==> src/rtl/rf_seq_pkg.sv <==
// Shared opcode, state and width definitions for the register-file
// op sequencer and its ALU.
package rf_seq_pkg;

    localparam int DEF_DATA_W = 8;
    localparam int DEF_ADDR_W = 2;

    localparam logic [2:0] OP_NOP = 3'b000;
    localparam logic [2:0] OP_LDI = 3'b001;
    localparam logic [2:0] OP_MOV = 3'b010;
    localparam logic [2:0] OP_ADD = 3'b011;
    localparam logic [2:0] OP_SUB = 3'b100;
    localparam logic [2:0] OP_AND = 3'b101;
    localparam logic [2:0] OP_OR  = 3'b110;
    localparam logic [2:0] OP_SHL = 3'b111;

    typedef enum logic [1:0] {
        ST_IDLE  = 2'd0,
        ST_READ  = 2'd1,
        ST_EXEC  = 2'd2,
        ST_WRITE = 2'd3
    } state_e;

endpackage

==> src/rtl/rf_seq_alu.sv <==
// Combinational ALU: result with carry/borrow/shift-out in the top bit,
// plus a zero flag on the low DATA_W bits.
module rf_seq_alu
    import rf_seq_pkg::*;
#(
    parameter int DATA_W = DEF_DATA_W
) (
    input  logic [2:0]        op_i,
    input  logic [DATA_W-1:0] a_i,
    input  logic [DATA_W-1:0] b_i,
    input  logic [DATA_W-1:0] imm_i,
    output logic [DATA_W:0]   res_o,
    output logic              zero_o
);

    logic [2*DATA_W-1:0] shl_wide;

    always_comb begin
        // Last bit shifted out of the data word lands at index DATA_W.
        shl_wide = {{DATA_W{1'b0}}, a_i} << imm_i[2:0];
        res_o    = '0;
        unique case (op_i)
            OP_NOP: res_o = '0;
            OP_LDI: res_o = {1'b0, imm_i};
            OP_MOV: res_o = {1'b0, a_i};
            OP_ADD: res_o = {1'b0, a_i} + {1'b0, b_i};
            OP_SUB: res_o = {1'b0, a_i} - {1'b0, b_i};
            OP_AND: res_o = {1'b0, a_i & b_i};
            OP_OR:  res_o = {1'b0, a_i | b_i};
            OP_SHL: res_o = shl_wide[DATA_W:0];
            default: res_o = '0;
        endcase
        zero_o = (res_o[DATA_W-1:0] == '0);
    end

endmodule

==> src/rtl/rf_op_sequencer.sv <==
// Four-state micro-sequencer: accepts one instruction, reads operands from
// the register file, executes it and writes the result back.
module rf_op_sequencer
    import rf_seq_pkg::*;
#(
    parameter int DATA_W = DEF_DATA_W,
    parameter int ADDR_W = DEF_ADDR_W
) (
    input  logic              CLOCK_50,
    input  logic              reset,
    input  logic              instr_valid,
    output logic              instr_ready,
    input  logic [2:0]        instr_op,
    input  logic [ADDR_W-1:0] instr_rd,
    input  logic [ADDR_W-1:0] instr_rs,
    input  logic [ADDR_W-1:0] instr_rt,
    input  logic [DATA_W-1:0] instr_imm,
    output logic [ADDR_W-1:0] rf_regA,
    output logic [ADDR_W-1:0] rf_regB,
    input  logic [DATA_W-1:0] rf_dataA,
    input  logic [DATA_W-1:0] rf_dataB,
    output logic [ADDR_W-1:0] rf_regW,
    output logic [DATA_W-1:0] rf_dataW,
    output logic              rf_write,
    output logic              busy,
    output logic              done,
    output logic [DATA_W-1:0] result,
    output logic              flag_z,
    output logic              flag_c
);

    state_e state_q, state_d;

    logic [2:0]        op_q;
    logic [ADDR_W-1:0] rd_q, rs_q, rt_q;
    logic [DATA_W-1:0] imm_q;
    logic [DATA_W-1:0] opa_q, opb_q;
    logic [DATA_W:0]   alu_q;
    logic              aluz_q;
    logic [DATA_W-1:0] result_q;
    logic              flag_z_q, flag_c_q;

    logic [DATA_W:0]   alu_res;
    logic              alu_zero;
    logic              accept;
    logic              upd_flags;

    rf_seq_alu #(.DATA_W(DATA_W)) u_alu (
        .op_i   (op_q),
        .a_i    (opa_q),
        .b_i    (opb_q),
        .imm_i  (imm_q),
        .res_o  (alu_res),
        .zero_o (alu_zero)
    );

    assign accept    = instr_valid && (state_q == ST_IDLE);
    assign upd_flags = (op_q == OP_ADD) || (op_q == OP_SUB) ||
                       (op_q == OP_AND) || (op_q == OP_OR)  ||
                       (op_q == OP_SHL);

    always_ff @(posedge CLOCK_50) begin
        if (reset) begin
            state_q <= ST_IDLE;
        end else begin
            state_q <= state_d;
        end
    end

    always_comb begin
        state_d = state_q;
        unique case (state_q)
            ST_IDLE:  if (instr_valid) state_d = ST_READ;
            ST_READ:  state_d = ST_EXEC;
            ST_EXEC:  state_d = ST_WRITE;
            ST_WRITE: state_d = ST_IDLE;
            default:  state_d = ST_IDLE;
        endcase
    end

    always_ff @(posedge CLOCK_50) begin
        if (reset) begin
            op_q     <= OP_NOP;
            rd_q     <= '0;
            rs_q     <= '0;
            rt_q     <= '0;
            imm_q    <= '0;
            opa_q    <= '0;
            opb_q    <= '0;
            alu_q    <= '0;
            aluz_q   <= 1'b0;
            result_q <= '0;
            flag_z_q <= 1'b0;
            flag_c_q <= 1'b0;
        end else begin
            if (accept) begin
                op_q  <= instr_op;
                rd_q  <= instr_rd;
                rs_q  <= instr_rs;
                rt_q  <= instr_rt;
                imm_q <= instr_imm;
            end
            if (state_q == ST_READ) begin
                opa_q <= rf_dataA;
                opb_q <= rf_dataB;
            end
            if (state_q == ST_EXEC) begin
                alu_q  <= alu_res;
                aluz_q <= alu_zero;
            end
            // Architectural result/flags only move at write-back.
            if (state_q == ST_WRITE && op_q != OP_NOP) begin
                result_q <= alu_q[DATA_W-1:0];
                if (upd_flags) begin
                    flag_z_q <= aluz_q;
                    flag_c_q <= alu_q[DATA_W];
                end
            end
        end
    end

    assign instr_ready = (state_q == ST_IDLE);
    assign busy        = (state_q != ST_IDLE);
    assign done        = (state_q == ST_WRITE);
    assign rf_write    = (state_q == ST_WRITE) && (op_q != OP_NOP);
    assign rf_regA     = rs_q;
    assign rf_regB     = rt_q;
    assign rf_regW     = rd_q;
    assign rf_dataW    = alu_q[DATA_W-1:0];
    assign result      = result_q;
    assign flag_z      = flag_z_q;
    assign flag_c      = flag_c_q;

endmodule
==> config.mk <==
export PLATFORM = sky130hd
export DESIGN_NAME = rf_op_sequencer
export DESIGN_NICKNAME = d
export VERILOG_FILES = /design/src/rtl/rf_seq_pkg.sv /design/src/rtl/rf_seq_alu.sv /design/src/rtl/rf_op_sequencer.sv
export SDC_FILE = /design/constraint.sdc
export NUM_CORES = 1
export LEC_CHECK = 0
export ABC_AREA = 1
export CORE_AREA = 2 2 82 84
export CTS_BUF_LIST = sky130_fd_sc_hd__clkbuf_4
export DETAILED_ROUTE_END_ITERATION = 7
export DIE_AREA = 0 0 84 86
export GPL_TIMING_DRIVEN = 0
export PLACE_DENSITY = 0.89
export SLEW_MARGIN = 20
export SYNTH_ARGS = -nofsm -noshare
export SYNTH_HDL_FRONTEND = slang
export SYNTH_SLANG_ARGS = --single-unit
==> constraint.sdc <==
create_clock -name CLOCK_50 -period 3 [get_ports CLOCK_50]
set_input_delay 0.6 -clock CLOCK_50 [delete_from_list [all_inputs] [get_ports CLOCK_50]]
set_output_delay 0.6 -clock CLOCK_50 [all_outputs]
set_load 0.02 [all_outputs]
==> out/qor.txt, run 1 <==
number of global-route vias before repair: 3,435
Core Area: 6277 µm²
Worst path slowest cell: dfxtp_1
sequential cell area: 1102 µm²
Max stage delay on crit path: 0.42 ns
Rel. slew slack: 65.02%
Die ar.: 7224 µm²
post-synthesis cell area: 3298 µm²
Netlist cell types: 29
largest net degree at the start of global routing: 17
CP delay by family, top: simple AND/OR/NAND/NOR gates
Tot GR Track Use: 27.03%
commonest cells after routing, fill and taps aside: nor2_1 (87), nand2_1 (87), inv_1 (66)
I/O pins: 64
Mean Syn Cell Area: 6.442 µm²
share of layout cells above drive strength 1: 5.842%
initial drt markers: 212
cell leakage power: 1.879 nW
Final Cycle Share: 93.54%
DRC viols: 0
final period demand of the worst path: 2.806 ns
H-tree levels: 2
Mapped Cells: 512
CTS clk-pin slew, worst paths: 0.16 ns
Clock Tree Root: clkbuf_4
largest family of logic cells by synthesized area: simple AND/OR/NAND/NOR gates
Post-DP HPWL: 7.648 mm
Clock Skew: 0.01370 ns
stages on the worst setup path: 17
complex-gate fraction of the synthesized area: 16.81%
mean number of vias per cell: 5.425
setup bufs post-CTS: 0
met3 routed WL: 631 µm
crit path launch type: register
area grow syn2layout: 24.09%
synth warn: 0
Design Power: 0.004430 W
CTS tree: yes
fmax: 0.3564 GHz
Max-Cap Viols: 0
Reg2Reg Depth: 17
Hold Path Cell Cnt: 2
Slew @ Worst Pin: 0.5247 ns
Max FO, Critical Path: 6
Critical Path AT: 3.13 ns
Buf/Inv on CP: 4
Critical Path Sink Type: register
met2 WL: 4.564 mm
Core Util, Final: 65.20%
initial antenna violation count: 0
Port Buffers: 63
Hold Vio Cnt, Final: 0
peak supply drop: 0.8082 mV
Post-Synth XOR/XNOR Area: 1.593%
Max Used Layer: met4
max-slew violation count: 0
simple-gate share of the synthesized area: 29.82%
status: finished, final reports clean
adder-cell area share of the yosys netlist: 6.297%
Detailed Route WL: 9.487 mm
routability cong.: 0.9551
final net count: 634
antenna-violating nets left: 0
flops & latches, synth: 55
pwr dens: 1082 nW/µm²
min-delay worst type: reg2reg
clock latency on the worst-skew pair: 0.38 ns
worst-path cell chain: inv_1 -> ha_1 -> nand3_1 -> nor3_2 -> or2_2 -> xor2_1 -> inv_1 -> ha_1 -> nand2_1 -> inv_1 -> a21oi_1 -> nand3b_1 -> nand3_1 -> nand2_1 -> inv_1 -> nand4_1 -> a21oi_1
Congestion Overflow GR: 0
Starting Density: 52.54%
Rows: 29
sequential element share of the synthesized area: 33.38%
total CTS buffers: 5
Fillers: 606
met1 WL: 4.080 mm
Routed wire per std cell: 14.40 µm
# diodes: 0
crit-path most repeated cell: inv_1
Die X-Extent: 84 µm
clk buf depth: 2
TritonRoute pass-1 iters: 4
DIE HEIGHT: 86 µm
mux contribution to synthesized area: 0%
detailed-route via count: 3,575
final setup vio count: 0
Worst Path Required: 3.32 ns
Mapped Nets: 564
TritonCTS sink count: 55
Hold WS: 0.4815 ns
area occupied by multi-input gates: 1812 µm²
first-pass GRT wire length: 15.79 mm
Setup CP Type: reg2reg
## layout make-up
| type | count | area share, % |
|---|---|---|
| multi-input cells | 362 | 44.27 |
| flip-flops and latches | 55 | 26.93 |
| repair buffers | 63 | 15.41 |
| inverters | 70 | 6.420 |
| plain buffers | 25 | 3.393 |
| well taps | 77 | 2.354 |
| clock buffers | 5 | 0.9171 |
| clock inverters | 2 | 0.3057 |
## flip-flops by register name, summed over array words and instances, names as in the netlist
| name | count |
|---|---|
| alu_q | 9 |
| imm_q | 8 |
| opa_q | 8 |
| opb_q | 8 |
| result | 8 |
| op_q | 3 |
| rf_regA | 2 |
| rf_regB | 2 |
| rf_regW | 2 |
| state_q | 2 |
| aluz_q | 1 |
| flag_c | 1 |
| flag_z | 1 |
## cells by family (layout without fill, tap and decap cells)
family                   Yosys count  count (layout)
AND/OR/NAND/NOR                  235             235
adder cells (fa/ha/maj)           16              16
AO/OA/AOI/OAI                    105             105
flip-flops                        55              55
XOR/XNOR                           6               6
buffers and inverters             95             165
## power by group
| group | leakage, nW | internal, W | switching [W] |
|---|---|---|---|
| clock | 0.0291 | 0.0000883 | 0.000231 |
| combinational | 1.40 | 0.00111 | 0.00181 |
| sequential | 0.452 | 0.000966 | 0.000228 |
## cell usage after synthesis
cell type | instances | area share, %
o21ai_0 | 54 | 8.2
xor2_1 | 6 | 1.6
o21a_1 | 1 | 0.23
a221oi_1 | 1 | 0.27
fa_1 | 1 | 0.61
ha_1 | 15 | 5.7
o21bai_1 | 1 | 0.23
inv_1 | 66 | 7.5
nand2_2 | 1 | 0.19
clkinv_1 | 1 | 0.11
buf_2 | 4 | 0.61
dfxtp_1 | 55 | 33
clkbuf_1 | 11 | 1.3
nor2_2 | 2 | 0.38
a22oi_1 | 1 | 0.23
o211ai_1 | 6 | 1.4
nand3_1 | 41 | 6.2
nor3_1 | 3 | 0.46
nand3b_1 | 2 | 0.46
nand2_1 | 88 | 10
inv_2 | 3 | 0.34
nand3_2 | 1 | 0.30
nor2_1 | 87 | 9.9
a31oi_1 | 2 | 0.38
and2_1 | 1 | 0.19
a21oi_1 | 39 | 5.9
or2_2 | 2 | 0.38
nand4_1 | 7 | 1.3
buf_4 | 10 | 2.3
## path summary, 6_finish.rpt
path                  from  endpoint  slack [ns]
setup / recovery  opb_q[1]    aluz_q        0.19
hold / removal    imm_q[3]  imm_q[3]        0.48
setup reg to reg  opb_q[1]    aluz_q        0.19
hold reg to reg   imm_q[3]  imm_q[3]        0.48
## repair_timing
action / in CTS / in global routing
hold buffers: 0 / 0
resized for setup: 0 / 6
endpoints found under the setup margin: 0 / 1
## metrics by stage
stage	worst slack, ns	std cells	instance area [µm²]	TNS [ns]
after global routing	-0.01689	659	4093	-0.01689
after global placement	0.2858	652	4025	0
after floorplan	0.6600	512	3298	0
after detailed placement	0.2320	652	4025	0
after CTS	0.1905	659	4075	0
final	0.1939	659	4093	0
## routing by layer
metal / up-vias / track usage (%)
li1: 1790 / -
met2: 115 / 46.69
met4: 0 / 8.944
met1: 1654 / 34.66
met5: - / 0
met3: 16 / 4.235
## worst min-delay path, delay by kind of cell (launching register included)
kind | cells | cell delay (ns)
DFF | 1 | 0.33
AOI/OAI and AO/OA | 1 | 0.06
buffers and inverters | 1 | 0.06
(Power assumes the default switching activity.)
==> run 2: changes to the inputs <==
--- a/config.mk
+++ b/config.mk
@@ -6,13 +6,13 @@
 export NUM_CORES = 1
 export LEC_CHECK = 0
 export ABC_AREA = 1
-export CORE_AREA = 2 2 82 84
+export CORE_AREA = 2 2 107 109
 export CTS_BUF_LIST = sky130_fd_sc_hd__clkbuf_4
 export DETAILED_ROUTE_END_ITERATION = 7
-export DIE_AREA = 0 0 84 86
+export DIE_AREA = 0 0 109 111
 export GPL_TIMING_DRIVEN = 0
-export PLACE_DENSITY = 0.89
-export SLEW_MARGIN = 20
+export PLACE_DENSITY = 0.6
+export SLEW_MARGIN = 15
 export SYNTH_ARGS = -nofsm -noshare
 export SYNTH_HDL_FRONTEND = slang
 export SYNTH_SLANG_ARGS = --single-unit
==> run 2 against run 1 <==
Effect of this change: final cell count up 10%; wire length up 2.3%; largest cell class unchanged; highest routed layer unchanged; clock power up 38%.
==> out/qor.txt, run 2 (synthesized netlist as in run 1, its figures left out) <==
Post-DP HPWL: 7.871 mm
cell leakage power: 1.897 nW
I/O pins: 64
Die ar.: 12,100 µm²
TritonRoute pass-1 iters: 4
clock latency on the worst-skew pair: 0.40 ns
sequential power share: 26.6%
share of layout cells above drive strength 1: 6.175%
post-cts hold buffer count: 0
Max-Cap Viols: 0
area grow syn2layout: 27.54%
Starting Density: 29.78%
pwr dens: 1073 nW/µm²
Tot GR Track Use: 16.53%
Core Area: 11,080 µm²
initial antenna violation count: 0
Max FO, Critical Path: 6
Port Buffers: 63
Reg2Reg Depth: 17
total placed cells including tap cells: 718
clock power share: 9.7%
crit path launch type: register
total CTS buffers: 5
clk buf depth: 2
post_cts resized: 0
Critical Path AT: 3.16 ns
Setup CP Type: reg2reg
setup bufs post-CTS: 0
Rows: 39
total internal power: 0.002259 W
Final Instance Area: 4207 µm²
fmax: 0.3537 GHz
Design Power: 0.004515 W
Routed wire per std cell: 13.37 µm
Hold Vio Cnt, Final: 0
Critical Path Sink Type: register
Rel. slew slack: 64.94%
Congestion Overflow GR: 0
antenna-violating nets left: 0
peak supply drop: 0.4753 mV
largest reg by FF count: alu_q
DRC viols: 0
DIE HEIGHT: 111 µm
max reg flops: 9
final period demand of the worst path: 2.827 ns
Clock Skew: 0.01813 ns
Clock Tree Root: clkbuf_4
Die X-Extent: 109 µm
routability cong.: 0.8891
Setup WS post-layout: 0.1729 ns
Final Cycle Share: 94.24%
switching power: 0.002256 W
# diodes: 0
min-delay worst type: reg2reg
final setup vio count: 0
max-slew violation count: 0
initial drt markers: 162
Detailed Route WL: 9.709 mm
Post-Layout Cell Count: 726
Hold Path Cell Cnt: 2
Slew @ Worst Pin: 0.5260 ns
CTS clk-pin slew, worst paths: 0.16 ns
commonest cells after routing, fill and taps aside: nor2_1 (87), nand2_1 (87), inv_1 (66)
CTS tree: yes
pre-CTS WS: 0.1519 ns
TritonCTS sink count: 55
Switching Fraction: 49.97%
status: finished, final reports clean
detailed-route via count: 3,427
number of global-route vias before repair: 3,246
H-tree levels: 2
mean number of vias per cell: 4.720
placed inst area: 4108 µm²
Combinational Power Share: 63.7%
largest net degree at the start of global routing: 18
final net count: 634
first-pass GRT wire length: 15.81 mm
Worst Path Required: 3.34 ns
==> run 2: cell count changes in the layout (fill, tap and decap cells not counted) <==
cell	previous run	this run
bufinv_16	0	1
buf_2	3	4
clkinv_1	2	1
==> run 2: stage by stage <==
| stage | TNS, ns | util, % | hold WS [ns] |
|---|---|---|---|
| 6_report | 0 | 37.98 | 0.4706 |
| 3_5_place_dp | 0 | 37.08 | 0.4549 |
| 3_3_place_gp | 0 | 37.08 | 0.4477 |
| 5_1_grt | -0.006297 | 37.98 | 0.4947 |
| 4_1_cts | 0 | 37.84 | 0.4776 |
| 2_1_floorplan | 0 | - | 0.4300 |
==> run 2: routing by layer <==
layer | up-vias | track usage, % | share of wire (%)
li1 | 1785 | - | -
met1 | 1570 | 21.68 | 46
met2 | 60 | 27.58 | 48
met3 | 12 | 2.881 | 4.0
met4 | 0 | 4.615 | 1.7
met5 | - | 0 | 0
==> run 2: worst paths after layout <==
kind	to	slack (ns)	startpoint
worst max-delay path	aluz_q	0.17	opb_q[1]
worst min-delay path	imm_q[3]	0.47	imm_q[3]
worst max register to register	aluz_q	0.17	opb_q[1]
worst min register to register	imm_q[3]	0.47	imm_q[3]
==> run 2: power groups by stage <==
stage | clock network (W) | logic [W] | registers [W]
2_1_floorplan | 0 | 0.00201 | 0.00117
3_3_place_gp | 0 | 0.00279 | 0.00121
3_5_place_dp | 0 | 0.00284 | 0.00121
4_1_cts | 0.000448 | 0.00284 | 0.00120
5_1_grt | 0.000470 | 0.00323 | 0.00123
6_report | 0.000440 | 0.00288 | 0.00120
==> run 2: cell type report <==
type,count,area (µm²)
sequential,55,1102
inverter,70,262.8
multi-input combinational,362,1812
clock inverter,2,38.79
buffer,25,136.4
fill,1176,6870
timing repair buffer,63,630.6
tap,143,178.9
clock buffer,6,45.04
==> run 2: worst max-delay path: stages (launching register included) <==
cell,delay (ns)
dfxtp_1,0.43
inv_1,0.10
ha_1,0.21
nand3_1,0.13
nor3_2,0.07
or2_2,0.28
xor2_1,0.13
inv_1,0.06
ha_1,0.35
nand2_1,0.12
inv_1,0.04
a21oi_1,0.17
nand3b_1,0.11
nand3_1,0.11
nand2_1,0.11
inv_1,0.07
nand4_1,0.13
a21oi_1,0.16
==> run 3: changes to the inputs <==
--- a/config.mk
+++ b/config.mk
@@ -6,10 +6,10 @@
 export NUM_CORES = 1
 export LEC_CHECK = 0
 export ABC_AREA = 1
-export CORE_AREA = 2 2 107 109
+export CORE_AREA = 2 2 96 121
 export CTS_BUF_LIST = sky130_fd_sc_hd__clkbuf_4
 export DETAILED_ROUTE_END_ITERATION = 7
-export DIE_AREA = 0 0 109 111
+export DIE_AREA = 0 0 98 123
 export GPL_TIMING_DRIVEN = 0
 export PLACE_DENSITY = 0.6
 export SLEW_MARGIN = 15
==> run 3 against run 2 <==
Effect of this change: critical path depth unchanged; sequential share of layout area up 0.11 points; die area down 0.37%; worst setup slack better by 0.12 ns; largest power group unchanged; register-to-register slack better by 0.12 ns; critical endpoint unchanged; critical path type unchanged.
==> out/qor.txt, run 3 (synthesized netlist as in run 1, its figures left out) <==
initial antenna violation count: 1
area occupied by multi-input gates: 1809 µm²
crit-path most repeated cell: inv_1
min-delay worst type: reg2reg
Worst path slowest cell: dfxtp_1
reg2reg start: opb_q[1]
DRC viols: 0
max reg flops: 9
final net count: 634
DIE HEIGHT: 123 µm
Die X-Extent: 98 µm
cell leakage power: 1.895 nW
clk buf depth: 2
share of layout cells above drive strength 1: 5.832%
mean number of vias per cell: 4.762
Detailed Route WL: 9.839 mm
setup bufs post-CTS: 0
Port Buffers: 63
Final Cycle Share: 90.33%
TritonRoute pass-1 iters: 4
commonest non-fill, non-tap cell in the layout: nand2_1
Hold Vio Cnt, Final: 0
Slew @ Worst Pin: 0.5351 ns
worst hold path startpoint: imm_q[6]
largest reg by FF count: alu_q
total CTS buffers: 5
clock latency on the worst-skew pair: 0.39 ns
fmax: 0.3690 GHz
Starting Density: 30.20%
gr busiest metal: met2
Setup CP Type: reg2reg
total internal power: 0.002237 W
met1 usage: 19.80%
commonest cells after routing, fill and taps aside: nand2_1 (88), nor2_1 (86), inv_1 (66)
sequential cell area: 1102 µm²
worst-path cell chain: inv_1 -> ha_1 -> nand3_1 -> nor3_2 -> or2_2 -> xor2_1 -> inv_1 -> ha_1 -> nand2_1 -> inv_1 -> a21oi_1 -> nand3b_1 -> nand3_1 -> nand2_1 -> inv_1 -> nand4_1 -> a21oi_1
max-slew violation count: 0
final setup TNS: 0 ns
Clock Tree Root: clkbuf_4
sequential power share: 26.9%
critical path startpoint: opb_q[1]
peak supply drop: 0.4303 mV
initial drt markers: 156
Max stage delay on crit path: 0.43 ns
TritonCTS sink count: 55
Rows: 43
Max-Cap Viols: 0
pre-CTS WS: 0.2640 ns
Core Area: 10,920 µm²
Rel. slew slack: 64.33%
Post-DP HPWL: 8.131 mm
status: finished, final reports clean
crit path launch type: register
Tot GR Track Use: 16.76%
Setup WS post-layout: 0.2902 ns
I/O pins: 64
pwr dens: 1066 nW/µm²
Critical Path Sink Type: register
Critical Path AT: 3.04 ns
detailed-route via count: 3,424
clock power share: 9.2%
GRT met3 Usage: 1.752%
RSZ-0062 raised after global routing: no
first-pass GRT wire length: 16.08 mm
Max FO, Critical Path: 6
Clock Skew: 0.01492 ns
area grow syn2layout: 27.01%
routability cong.: 0.8910
number of global-route vias before repair: 3,350
Fillers: 1,178
CTS tree: yes
Worst Path Required: 3.33 ns
final setup vio count: 0
Combinational Power Share: 63.8%
switching power: 0.002228 W
Die ar.: 12,050 µm²
largest net degree at the start of global routing: 17
CTS clk-pin slew, worst paths: 0.15 ns
antenna-violating nets left: 0
final period demand of the worst path: 2.710 ns
Congestion Overflow GR: 0
Switching Fraction: 49.90%
H-tree levels: 2
Routed wire per std cell: 13.68 µm
GR Layer Usage met2: 31.29%
[run 3: cell count changes in the layout (fill, tap and decap cells not counted), sizes merged]
cell,delta
clkbuf,-1
clkinv,+2
inv,-1
diode,+1
[run 3: metrics by stage]
| stage | instances | cell area (µm²) | utilization [%] | hold slack [ns] | total power (W) |
|---|---|---|---|---|---|
| 6_report | 719 | 4189 | 38.35 | 0.4824 | 0.004464 |
| 5_1_grt | 719 | 4189 | 38.35 | 0.5107 | 0.004960 |
| 4_1_cts | 718 | 4174 | 38.22 | 0.4809 | 0.004460 |
| 3_5_place_dp | 710 | 4098 | 37.52 | 0.4603 | 0.004039 |
| 3_3_place_gp | 710 | 4098 | 37.52 | 0.4529 | 0.003981 |
| 2_1_floorplan | 512 | 3298 | - | 0.4300 | 0.003187 |
[run 3: final timing paths]
check / to / slack (ns) / depth (start not counted)
max: aluz_q / 0.29 / 17
min: imm_q[6] / 0.48 / 2
max reg2reg: aluz_q / 0.29 / 17
min reg2reg: imm_q[6] / 0.48 / 2
[run 3: metal layers]
layer  up-vias  wire [µm]
met5         -          0
met4         0        248
met3        13        219
met2        62       4993
met1      1569       4378
li1       1780          -
[run 3: cell type report]
class | instances | share of cell area, %
diodes | 1 | 0.05974
plain buffers | 25 | 3.256
clock buffers | 5 | 0.8961
clock inverters | 3 | 0.9259
inverters | 70 | 6.272
multi-input cells | 362 | 43.19
flip-flops and latches | 55 | 26.31
well taps | 135 | 4.032
repair buffers | 63 | 15.05
[run 3: critical path: cells and delay by family, from the launching register on]
kind | cells | cell delay (ns)
adders and majority gates | 2 | 0.56
and+or+nand+nor | 8 | 0.96
DFF | 1 | 0.43
buffers and inverters | 4 | 0.25
AOI/OAI and AO/OA | 2 | 0.31
xor gates and xnor gates | 1 | 0.13
[run 3: power by group through the flow]
stage                     logic, W  clock network [W]  registers [W]
final                      0.00285           0.000411        0.00120
after global routing       0.00328           0.000448        0.00123
after CTS                  0.00284           0.000421        0.00120
after detailed placement   0.00282                  0        0.00122
after global placement     0.00277                  0        0.00121
after floorplan            0.00201                  0        0.00117
[run 3: repair_timing]
action                     in CTS  in global routing
gates resized for setup         0                  5
hold buffers                    0                  0
setup endpoints to repair       0                  2
